`src/rtl/clock_time_editor.sv`:
```
// Time-of-day counter (hh:mm:ss) with a debounced 5-button digit editor and registered BCD output.
// Defining CTE_ALARM_EN adds an alarm register, the AEDIT state and the alarm_hit pulse.
module clock_time_editor #(
   parameter int unsigned CLK_HZ     = 100_000_000,
   parameter int unsigned DEB_CYC    = 1_000_000,
   parameter int unsigned REPEAT_DLY = 50,
   parameter int unsigned REPEAT_PER = 10
) (
   input  logic        clk,
   input  logic        rst,
   input  logic [4:0]  btn,
   input  logic        mode12,
   output logic [23:0] bcd_time,
   output logic        pm,
   output logic        edit,
   output logic [5:0]  field_sel,
   output logic        tick_1hz,
   output logic        alarm_hit
);

   typedef enum logic [1:0] {StRun, StEdit, StAedit} state_e;

   typedef struct packed {
      logic [4:0] hr;
      logic [5:0] mn;
      logic [5:0] sc;
   } hms_t;

   localparam int unsigned PreW = (CLK_HZ > 1) ? $clog2(CLK_HZ) : 1;
   localparam int unsigned DebW = (DEB_CYC > 1) ? $clog2(DEB_CYC) : 1;
   localparam int unsigned DlyW = $clog2(REPEAT_DLY + 1);
   localparam int unsigned PerW = (REPEAT_PER > 1) ? $clog2(REPEAT_PER) : 1;

   localparam logic [PreW-1:0] PreLast = PreW'(CLK_HZ - 1);
   localparam logic [DebW-1:0] DebLast = DebW'(DEB_CYC - 1);
   localparam logic [DlyW-1:0] DlyLast = DlyW'(REPEAT_DLY - 1);
   localparam logic [DlyW-1:0] DlyFull = DlyW'(REPEAT_DLY);
   localparam logic [PerW-1:0] PerLast = PerW'(REPEAT_PER - 1);

   localparam int BtnRight = 0;
   localparam int BtnDown  = 1;
   localparam int BtnMid   = 2;
   localparam int BtnLeft  = 3;
   localparam int BtnUp    = 4;

   function automatic hms_t inc_second(input hms_t t);
      hms_t r;
      r = t;
      if (t.sc != 6'd59) begin
         r.sc = t.sc + 6'd1;
      end else begin
         r.sc = 6'd0;
         if (t.mn != 6'd59) begin
            r.mn = t.mn + 6'd1;
         end else begin
            r.mn = 6'd0;
            r.hr = (t.hr == 5'd23) ? 5'd0 : t.hr + 5'd1;
         end
      end
      return r;
   endfunction

   // Signed working copies so a borrow can go below zero before being folded back.
   function automatic hms_t adjust(input hms_t t, input logic [5:0] fsel, input logic up);
      hms_t             r;
      logic signed [7:0] s, m, h, d;
      logic             unit;
      s    = $signed({2'b00, t.sc});
      m    = $signed({2'b00, t.mn});
      h    = $signed({3'b000, t.hr});
      unit = fsel[0] | fsel[2] | fsel[4];
      d    = unit ? 8'sd1 : 8'sd10;
      if (!up) begin
         d = -d;
      end
      if (fsel[5]) begin
         h = h + (up ? 8'sd10 : 8'sd14);
      end else if (fsel[4]) begin
         h = h + d;
      end else begin
         if (fsel[2] | fsel[3]) begin
            m = m + d;
         end else if (fsel[0] | fsel[1]) begin
            s = s + d;
            if (s > 8'sd59) begin
               s = s - 8'sd60;
               m = m + 8'sd1;
            end else if (s < 8'sd0) begin
               s = s + 8'sd60;
               m = m - 8'sd1;
            end
         end
         if (m > 8'sd59) begin
            m = m - 8'sd60;
            h = h + 8'sd1;
         end else if (m < 8'sd0) begin
            m = m + 8'sd60;
            h = h - 8'sd1;
         end
      end
      if (h > 8'sd23) begin
         h = h - 8'sd24;
      end else if (h < 8'sd0) begin
         h = h + 8'sd24;
      end
      r.hr = h[4:0];
      r.mn = m[5:0];
      r.sc = s[5:0];
      return r;
   endfunction

   function automatic logic [7:0] to_bcd(input logic [5:0] v);
      logic [3:0] tens;
      logic [5:0] rem;
      tens = 4'd0;
      rem  = v;
      for (int i = 0; i < 6; i++) begin
         if (rem >= 6'd10) begin
            rem  = rem - 6'd10;
            tens = tens + 4'd1;
         end
      end
      return {tens, rem[3:0]};
   endfunction

   // Button synchroniser and sampled debounce
   logic [4:0]      btn_meta_q, btn_sync_q, btn_cur_q, rise_q;
   logic [DebW-1:0] deb_cnt_q;
   logic            sample_q;
   logic [4:0]      rise_raw;
   logic            multi_rise;

   always_comb begin
      rise_raw   = btn_sync_q & ~btn_cur_q;
      multi_rise = (rise_raw & (rise_raw - 5'd1)) != 5'd0;
   end

   always_ff @(posedge clk or negedge rst) begin
      if (!rst) begin
         btn_meta_q <= '0;
         btn_sync_q <= '0;
         btn_cur_q  <= '0;
         rise_q     <= '0;
         deb_cnt_q  <= '0;
         sample_q   <= 1'b0;
      end else begin
         btn_meta_q <= btn;
         btn_sync_q <= btn_meta_q;
         sample_q   <= 1'b0;
         rise_q     <= '0;
         if (deb_cnt_q == DebLast) begin
            deb_cnt_q <= '0;
            btn_cur_q <= btn_sync_q;
            sample_q  <= 1'b1;
            rise_q    <= multi_rise ? 5'd0 : rise_raw;
         end else begin
            deb_cnt_q <= deb_cnt_q + 1'b1;
         end
      end
   end

   // Main state
   state_e          state_q;
   hms_t            time_q;
   logic [PreW-1:0] pre_q;
   logic [5:0]      field_q;
   logic            edit_q, tick_q;
   logic [DlyW-1:0] dly_q;
   logic [PerW-1:0] per_q;

   logic counting, pre_wrap, in_edit, held_up, held_dn, rep_keep, rep_fire, step_req, step_up;
   hms_t time_inc, edit_src, edit_res;

`ifdef CTE_ALARM_EN
   hms_t alarm_q;
   logic armed_q, alarm_hit_q;
`endif

   always_comb begin
      counting = (state_q != StEdit);
      pre_wrap = counting && (pre_q == PreLast);
      in_edit  = (state_q != StRun);
      held_up  = btn_cur_q[BtnUp] && !btn_cur_q[BtnDown];
      held_dn  = btn_cur_q[BtnDown] && !btn_cur_q[BtnUp];
      rep_keep = (rise_q == 5'd0) && (held_up || held_dn);
      rep_fire = in_edit && sample_q && rep_keep &&
                 ((dly_q == DlyLast) || ((dly_q == DlyFull) && (per_q == PerLast)));
      step_req = in_edit && (rise_q[BtnUp] || rise_q[BtnDown] || rep_fire);
      step_up  = rise_q[BtnUp] || (rep_fire && held_up);
      time_inc = inc_second(time_q);
`ifdef CTE_ALARM_EN
      edit_src = (state_q == StAedit) ? alarm_q : time_q;
`else
      edit_src = time_q;
`endif
      edit_res = adjust(edit_src, field_q, step_up);
   end

   always_ff @(posedge clk or negedge rst) begin
      if (!rst) begin
         state_q <= StRun;
         time_q  <= '0;
         pre_q   <= '0;
         field_q <= 6'b000001;
         edit_q  <= 1'b0;
         tick_q  <= 1'b0;
         dly_q   <= '0;
         per_q   <= '0;
`ifdef CTE_ALARM_EN
         alarm_q     <= '0;
         armed_q     <= 1'b0;
         alarm_hit_q <= 1'b0;
`endif
      end else begin
         tick_q <= pre_wrap;
         if (!counting || pre_wrap) begin
            pre_q <= '0;
         end else begin
            pre_q <= pre_q + 1'b1;
         end
         if (pre_wrap) begin
            time_q <= time_inc;
         end
`ifdef CTE_ALARM_EN
         alarm_hit_q <= armed_q && (state_q == StRun) && pre_wrap && (time_inc == alarm_q);
`endif
         // Auto-repeat: REPEAT_DLY held samples to the first repeat, then one every REPEAT_PER
         if (!in_edit || (sample_q && !rep_keep)) begin
            dly_q <= '0;
            per_q <= '0;
         end else if (sample_q) begin
            if (dly_q != DlyFull) begin
               dly_q <= dly_q + 1'b1;
            end else if (per_q == PerLast) begin
               per_q <= '0;
            end else begin
               per_q <= per_q + 1'b1;
            end
         end
         unique case (state_q)
            StRun: begin
               if (rise_q[BtnMid]) begin
                  state_q <= StEdit;
                  edit_q  <= 1'b1;
                  field_q <= 6'b000001;
                  pre_q   <= '0;
               end
            end
            StEdit: begin
               if (step_req) begin
                  time_q <= edit_res;
               end
               if (rise_q[BtnMid]) begin
`ifdef CTE_ALARM_EN
                  state_q <= StAedit;
                  field_q <= 6'b000001;
`else
                  state_q <= StRun;
                  edit_q  <= 1'b0;
`endif
               end else if (rise_q[BtnLeft]) begin
                  field_q <= {field_q[4:0], field_q[5]};
               end else if (rise_q[BtnRight]) begin
                  field_q <= {field_q[0], field_q[5:1]};
               end
            end
`ifdef CTE_ALARM_EN
            StAedit: begin
               if (step_req) begin
                  alarm_q <= edit_res;
               end
               if (rise_q[BtnMid]) begin
                  state_q <= StRun;
                  edit_q  <= 1'b0;
                  armed_q <= 1'b1;
               end else if (rise_q[BtnLeft]) begin
                  field_q <= {field_q[4:0], field_q[5]};
               end else if (rise_q[BtnRight]) begin
                  field_q <= {field_q[0], field_q[5:1]};
               end
            end
`endif
            default: state_q <= StRun;
         endcase
      end
   end

   // Display path: 12 h mapping is cosmetic, internal hours stay 0..23
   hms_t        disp;
   logic [4:0]  disp_hr;
   logic        pm_d;
   logic [23:0] bcd_q;
   logic        pm_q;

   always_comb begin
`ifdef CTE_ALARM_EN
      disp = (state_q == StAedit) ? alarm_q : time_q;
`else
      disp = time_q;
`endif
      disp_hr = disp.hr;
      if (mode12) begin
         if (disp.hr == 5'd0) begin
            disp_hr = 5'd12;
         end else if (disp.hr > 5'd12) begin
            disp_hr = disp.hr - 5'd12;
         end
      end
      pm_d = mode12 && (disp.hr >= 5'd12);
   end

   always_ff @(posedge clk or negedge rst) begin
      if (!rst) begin
         bcd_q <= '0;
         pm_q  <= 1'b0;
      end else begin
         bcd_q <= {to_bcd({1'b0, disp_hr}), to_bcd(disp.mn), to_bcd(disp.sc)};
         pm_q  <= pm_d;
      end
   end

   assign bcd_time  = bcd_q;
   assign pm        = pm_q;
   assign edit      = edit_q;
   assign field_sel = field_q;
   assign tick_1hz  = tick_q;
`ifdef CTE_ALARM_EN
   assign alarm_hit = alarm_hit_q;
`else
   assign alarm_hit = 1'b0;
`endif

endmodule

```
`config.mk`:
```
export PLATFORM = sky130hd
export DESIGN_NAME = clock_time_editor
export DESIGN_NICKNAME = d
export VERILOG_FILES = /design/src/rtl/clock_time_editor.sv
export SDC_FILE = /design/constraint.sdc
export NUM_CORES = 1
export LEC_CHECK = 0
export BUFFER_PORTS_ARGS = -buffer_cell sky130_fd_sc_hd__buf_2
export CAP_MARGIN = 15
export CELL_PAD_IN_SITES_DETAIL_PLACEMENT = 1
export CELL_PAD_IN_SITES_GLOBAL_PLACEMENT = 2
export CORE_UTILIZATION = 43
export CTS_BUF_LIST = sky130_fd_sc_hd__clkbuf_2
export CTS_CLUSTER_SIZE = 24
export DETAILED_ROUTE_END_ITERATION = 12
export GPL_ROUTABILITY_DRIVEN = 0
export PLACE_DENSITY_LB_ADDON = 0.1
export SETUP_SLACK_MARGIN = 0.4
export SLEW_MARGIN = 20
export SYNTH_ARGS = -nofsm -noshare
export SYNTH_HDL_FRONTEND = slang
export SYNTH_SLANG_ARGS = --single-unit
```
`constraint.sdc`:
```
create_clock -name clk -period 16.7 [get_ports clk]
set_input_delay 0.835 -clock clk [delete_from_list [all_inputs] [get_ports clk]]
set_output_delay 0.835 -clock clk [all_outputs]
set_load 0.05 [all_outputs]
```
==> results.txt <==
----------------------------------------------------
[Run status]
  Run status ... finished, final reports clean

[Synth]
  Flip-flop and latch count after synthesis ... 128
  Cell type with the highest aggregate area in the netlist ... sky130_fd_sc_hd__dfrtp_1
  Top area cells in the synthesized netlist ... sky130_fd_sc_hd__dfrtp_1 (26%), sky130_fd_sc_hd__ha_1 (10%), sky130_fd_sc_hd__xnor2_1 (4.8%)
  Ys flop type ... sky130_fd_sc_hd__dfrtp_1
  Sequential cell area fraction in the yosys report ... 26.3%
  Synth warnings ... 0
  Number of distinct library cells after synthesis ... 111
  Post-synthesis async set-or-reset flop share ... 100%
  Most frequent cell after synthesis ... sky130_fd_sc_hd__nor2_1
  Post-Syn Nets ... 1600
  Proportion of netlist area held by the largest area contributor ... 26.1%
  Leading cell types by count after synthesis ... sky130_fd_sc_hd__nor2_1 (141), sky130_fd_sc_hd__dfrtp_1 (127), sky130_fd_sc_hd__nand2_1 (125)
  Area of the mapped netlist ... 12200 µm²
  EDFF count, synth ... 0
  Syn Area/Cell ... 8.17 µm²
  Cell count after synthesis ... 1491

[CTS]
  # clock sinks ... 128
  H-Tree Depth ... 4
  Number of buffers inserted during clock tree synthesis ... 17
  Hold-fix buffers, CTS ... 1
  Root Buffer ... sky130_fd_sc_hd__clkbuf_2
  Clock tree from TritonCTS ... done
  Total of cells resized after clock tree synthesis ... 0
  Clock tree buffer depth ... 2
  Clock transition at path regs ... 0.23 ns
  Setup repair bufs after CTS ... 0
  Clock Latency Late Sink ... 0.75 ns

[Detailed routing]
  Residual DRC ... 0
  Violation count after the first detailed-routing iteration ... 505
  Number of iterations in the first detailed-routing pass ... 5
  Final WL ... 34100 µm
  WL per Instance ... 18.0 µm
  Remaining antenna violation count ... 0
  Total vias in the final route ... 11107
  Detail-routed via count per cell ... 5.86

[STA]
  Setup ws final ... 8.18 ns
  Setup repair after global routing missed its margin ... false
  Slew HR ... 36.5%
  Final Hold Slack ... 0.185 ns
  Max Fclk ... 117 MHz
  Shortest period the worst path allows ... 8.52 ns
  Worst clock skew ... 0.0481 ns
  Fin crit share ... 51.0%
  Slew at the pin with the worst max-slew slack ... 0.953 ns
  Finish-stage setup viols ... 0
  Pins Over Slew Limit ... 0
  Final Hold Violating Endpoints ... 0
  TNS Setup ... 0 ns

[Power]
  VDD IR max ... 0.0000401 V
  Cell leakage power ... 5.69 nW
  Pwr/cell area ... 54.2 nW/µm²

[GRT]
  Pin count of the biggest net entering global routing ... 76
  Vias in the first global route ... 11254
  First-pass GRT wire length ... 57600 µm
  All-layer global routing usage ... 24.6%
  Global route overflow ... 0
  Number of antenna violations at the first check in global routing ... 1

[Worst setup path]
  Critical path's slowest cell ... sky130_fd_sc_hd__dfrtp_1
  Cell family with most CP delay ... simple AND/OR/NAND/NOR gates
  Endpoint class of the critical path ... register
  Worst reg-to-reg path cell count ... 36
  Number of buffer and inverter stages on the critical path ... 3
  Required arrival time at the worst endpoint ... 17.36 ns
  Element type at the critical path start ... register
  Startpoint-to-endpoint class of the critical path ... register to register
  CP most frequent cell ... sky130_fd_sc_hd__ha_1
  Highest cell delay on the worst timing path ... 0.66 ns
  Arrival time at the worst endpoint ... 9.17 ns
  Top fanout value on the critical path ... 13
  WP depth ... 36

[Floorplan]
  Floorplan die area ... 29000 µm²
  Area of the core ... 27900 µm²
  I/O pin count ... 42
  Std-Cell Rows ... 61
  Die Wd ... 170 µm
  Vert. Die Dim ... 170 µm
  Initial core utilization ... 43.7%

[Cells and area]
  Fraction of layout cells with a size suffix above 1 ... 9.95%
  Utilization after layout ... 46.4%
  Count of fill cells added during filler insertion ... 3401
  Fin nets ... 1616
  Layout Area Growth over Synthesis ... 6.04%

[Run]
  Number of max-capacitance violations reported ... 0

[Hold path]
  Min-Delay Path Depth ... 1
  Min-Delay Path Class ... primary input to register

[Placement]
  Number of buffers inserted by port buffering ... 40
  Post-placement setup slack ... 8.19 ns
  HPWL Detailed ... 25900 µm

----------------------------------------------------
## worst paths after layout
check	startpoint	endpoint	slack [ns]
max	disp[13]	bcd_time[22]	8.18
min in group asynchronous	rst	per_q[1]	0.59
max reg2reg	disp[13]	bcd_time[22]	8.18
min reg2reg	btn_meta_q[0]	btn_sync_q[0]	0.35
max in group asynchronous	rst	btn_sync_q[4]	14.69
min	btn[1]	btn_meta_q[1]	0.18
## power by group
group          internal, W  leakage [nW]  switching (W)
Combinational    0.0000674          3.84       0.000127
Sequential        0.000319          1.72     0.00000224
Clock            0.0000524         0.122       0.000133
## worst reg2reg max path, delay by kind of cell (launching register included)
family | cells | cell delay [ns]
adders and majority gates | 7 | 1.71
DFF | 1 | 0.66
muxes | 1 | 0.33
and+or+nand+nor | 14 | 2.95
AOI/OAI and AO/OA | 8 | 1.43
xor gates and xnor gates | 3 | 0.88
buffers and inverters | 3 | 0.49
## state kept, by name (all words and copies together), names as in the netlist
name,cells
pre_q,27
tick_1hz,1
pm,1
btn_sync_q,5
disp,17
field_sel,6
sample_q,1
bcd_time,24
deb_cnt_q,20
dly_q,6
btn_cur_q,5
rise_q,5
edit,1
per_q,4
btn_meta_q,5
## through the flow
step | power (W) | instances | cell area (µm²)
after floorplan | 0.000477 | 1491 | 12200
after global placement | 0.000516 | 1865 | 12700
after detailed placement | 0.000521 | 1865 | 12700
after CTS | 0.000711 | 1896 | 12900
after global routing | 0.000742 | 1897 | 12900
final | 0.000701 | 1897 | 12900
## layout make-up
cell class,count,area (µm²),share of cell area (%)
Clock inverter,13,116,0.901
Clock buffer,17,85.1,0.659
Multi-Input combinational cell,1213,8390,64.9
Timing Repair Buffer,50,284,2.20
Tap cell,378,473,3.66
Inverter,97,364,2.82
Antenna cell,1,2.50,0.0194
Sequential cell,128,3200,24.8
## metal layers
layer	wire, µm	share of wire [%]	track usage, %	up-vias
li1	-	-	-	5458
met1	16800	49	33.6	5485
met2	16100	47	41.5	147
met3	900	2.6	3.47	17
met4	200	0.59	4.03	0
met5	0	0	0	-
## logic make-up after synthesis
kind of cell,Yosys count,synth area share (%)
buf+inv,150,4.93
compound gates,412,24.1
other cells,1,0.0308
flops,128,26.3
xor+xnor,109,7.95
simple gates,552,22.7
fa+ha+maj,101,10.6
mux,38,3.32
## cell usage in the layout (no fill, tap or decap), types with 9 or more instances in the layout
cell type / instances
sky130_fd_sc_hd__nand4_1: 23
sky130_fd_sc_hd__nor4_1: 11
sky130_fd_sc_hd__xor2_1: 41
sky130_fd_sc_hd__buf_2: 39
sky130_fd_sc_hd__ha_1: 97
sky130_fd_sc_hd__and2_1: 21
sky130_fd_sc_hd__nand3_1: 66
sky130_fd_sc_hd__clkbuf_2: 17
sky130_fd_sc_hd__and3_1: 21
sky130_fd_sc_hd__nor3_1: 40
sky130_fd_sc_hd__o22ai_1: 11
sky130_fd_sc_hd__nor2b_1: 14
sky130_fd_sc_hd__or3_1: 19
sky130_fd_sc_hd__inv_1: 93
sky130_fd_sc_hd__a21oi_1: 77
sky130_fd_sc_hd__dfrtp_1: 127
sky130_fd_sc_hd__a211oi_1: 15
sky130_fd_sc_hd__a21boi_0: 10
sky130_fd_sc_hd__mux2i_1: 22
sky130_fd_sc_hd__a21o_1: 14
sky130_fd_sc_hd__o21ai_0: 100
sky130_fd_sc_hd__buf_4: 9
sky130_fd_sc_hd__a31oi_1: 13
sky130_fd_sc_hd__o211ai_1: 13
sky130_fd_sc_hd__o21a_1: 10
sky130_fd_sc_hd__nor2_1: 141
sky130_fd_sc_hd__nand2_1: 125
sky130_fd_sc_hd__nand2b_1: 21
sky130_fd_sc_hd__mux2_2: 15
sky130_fd_sc_hd__xnor2_1: 67
No activity file was read; power rests on OpenSTA's default activity.
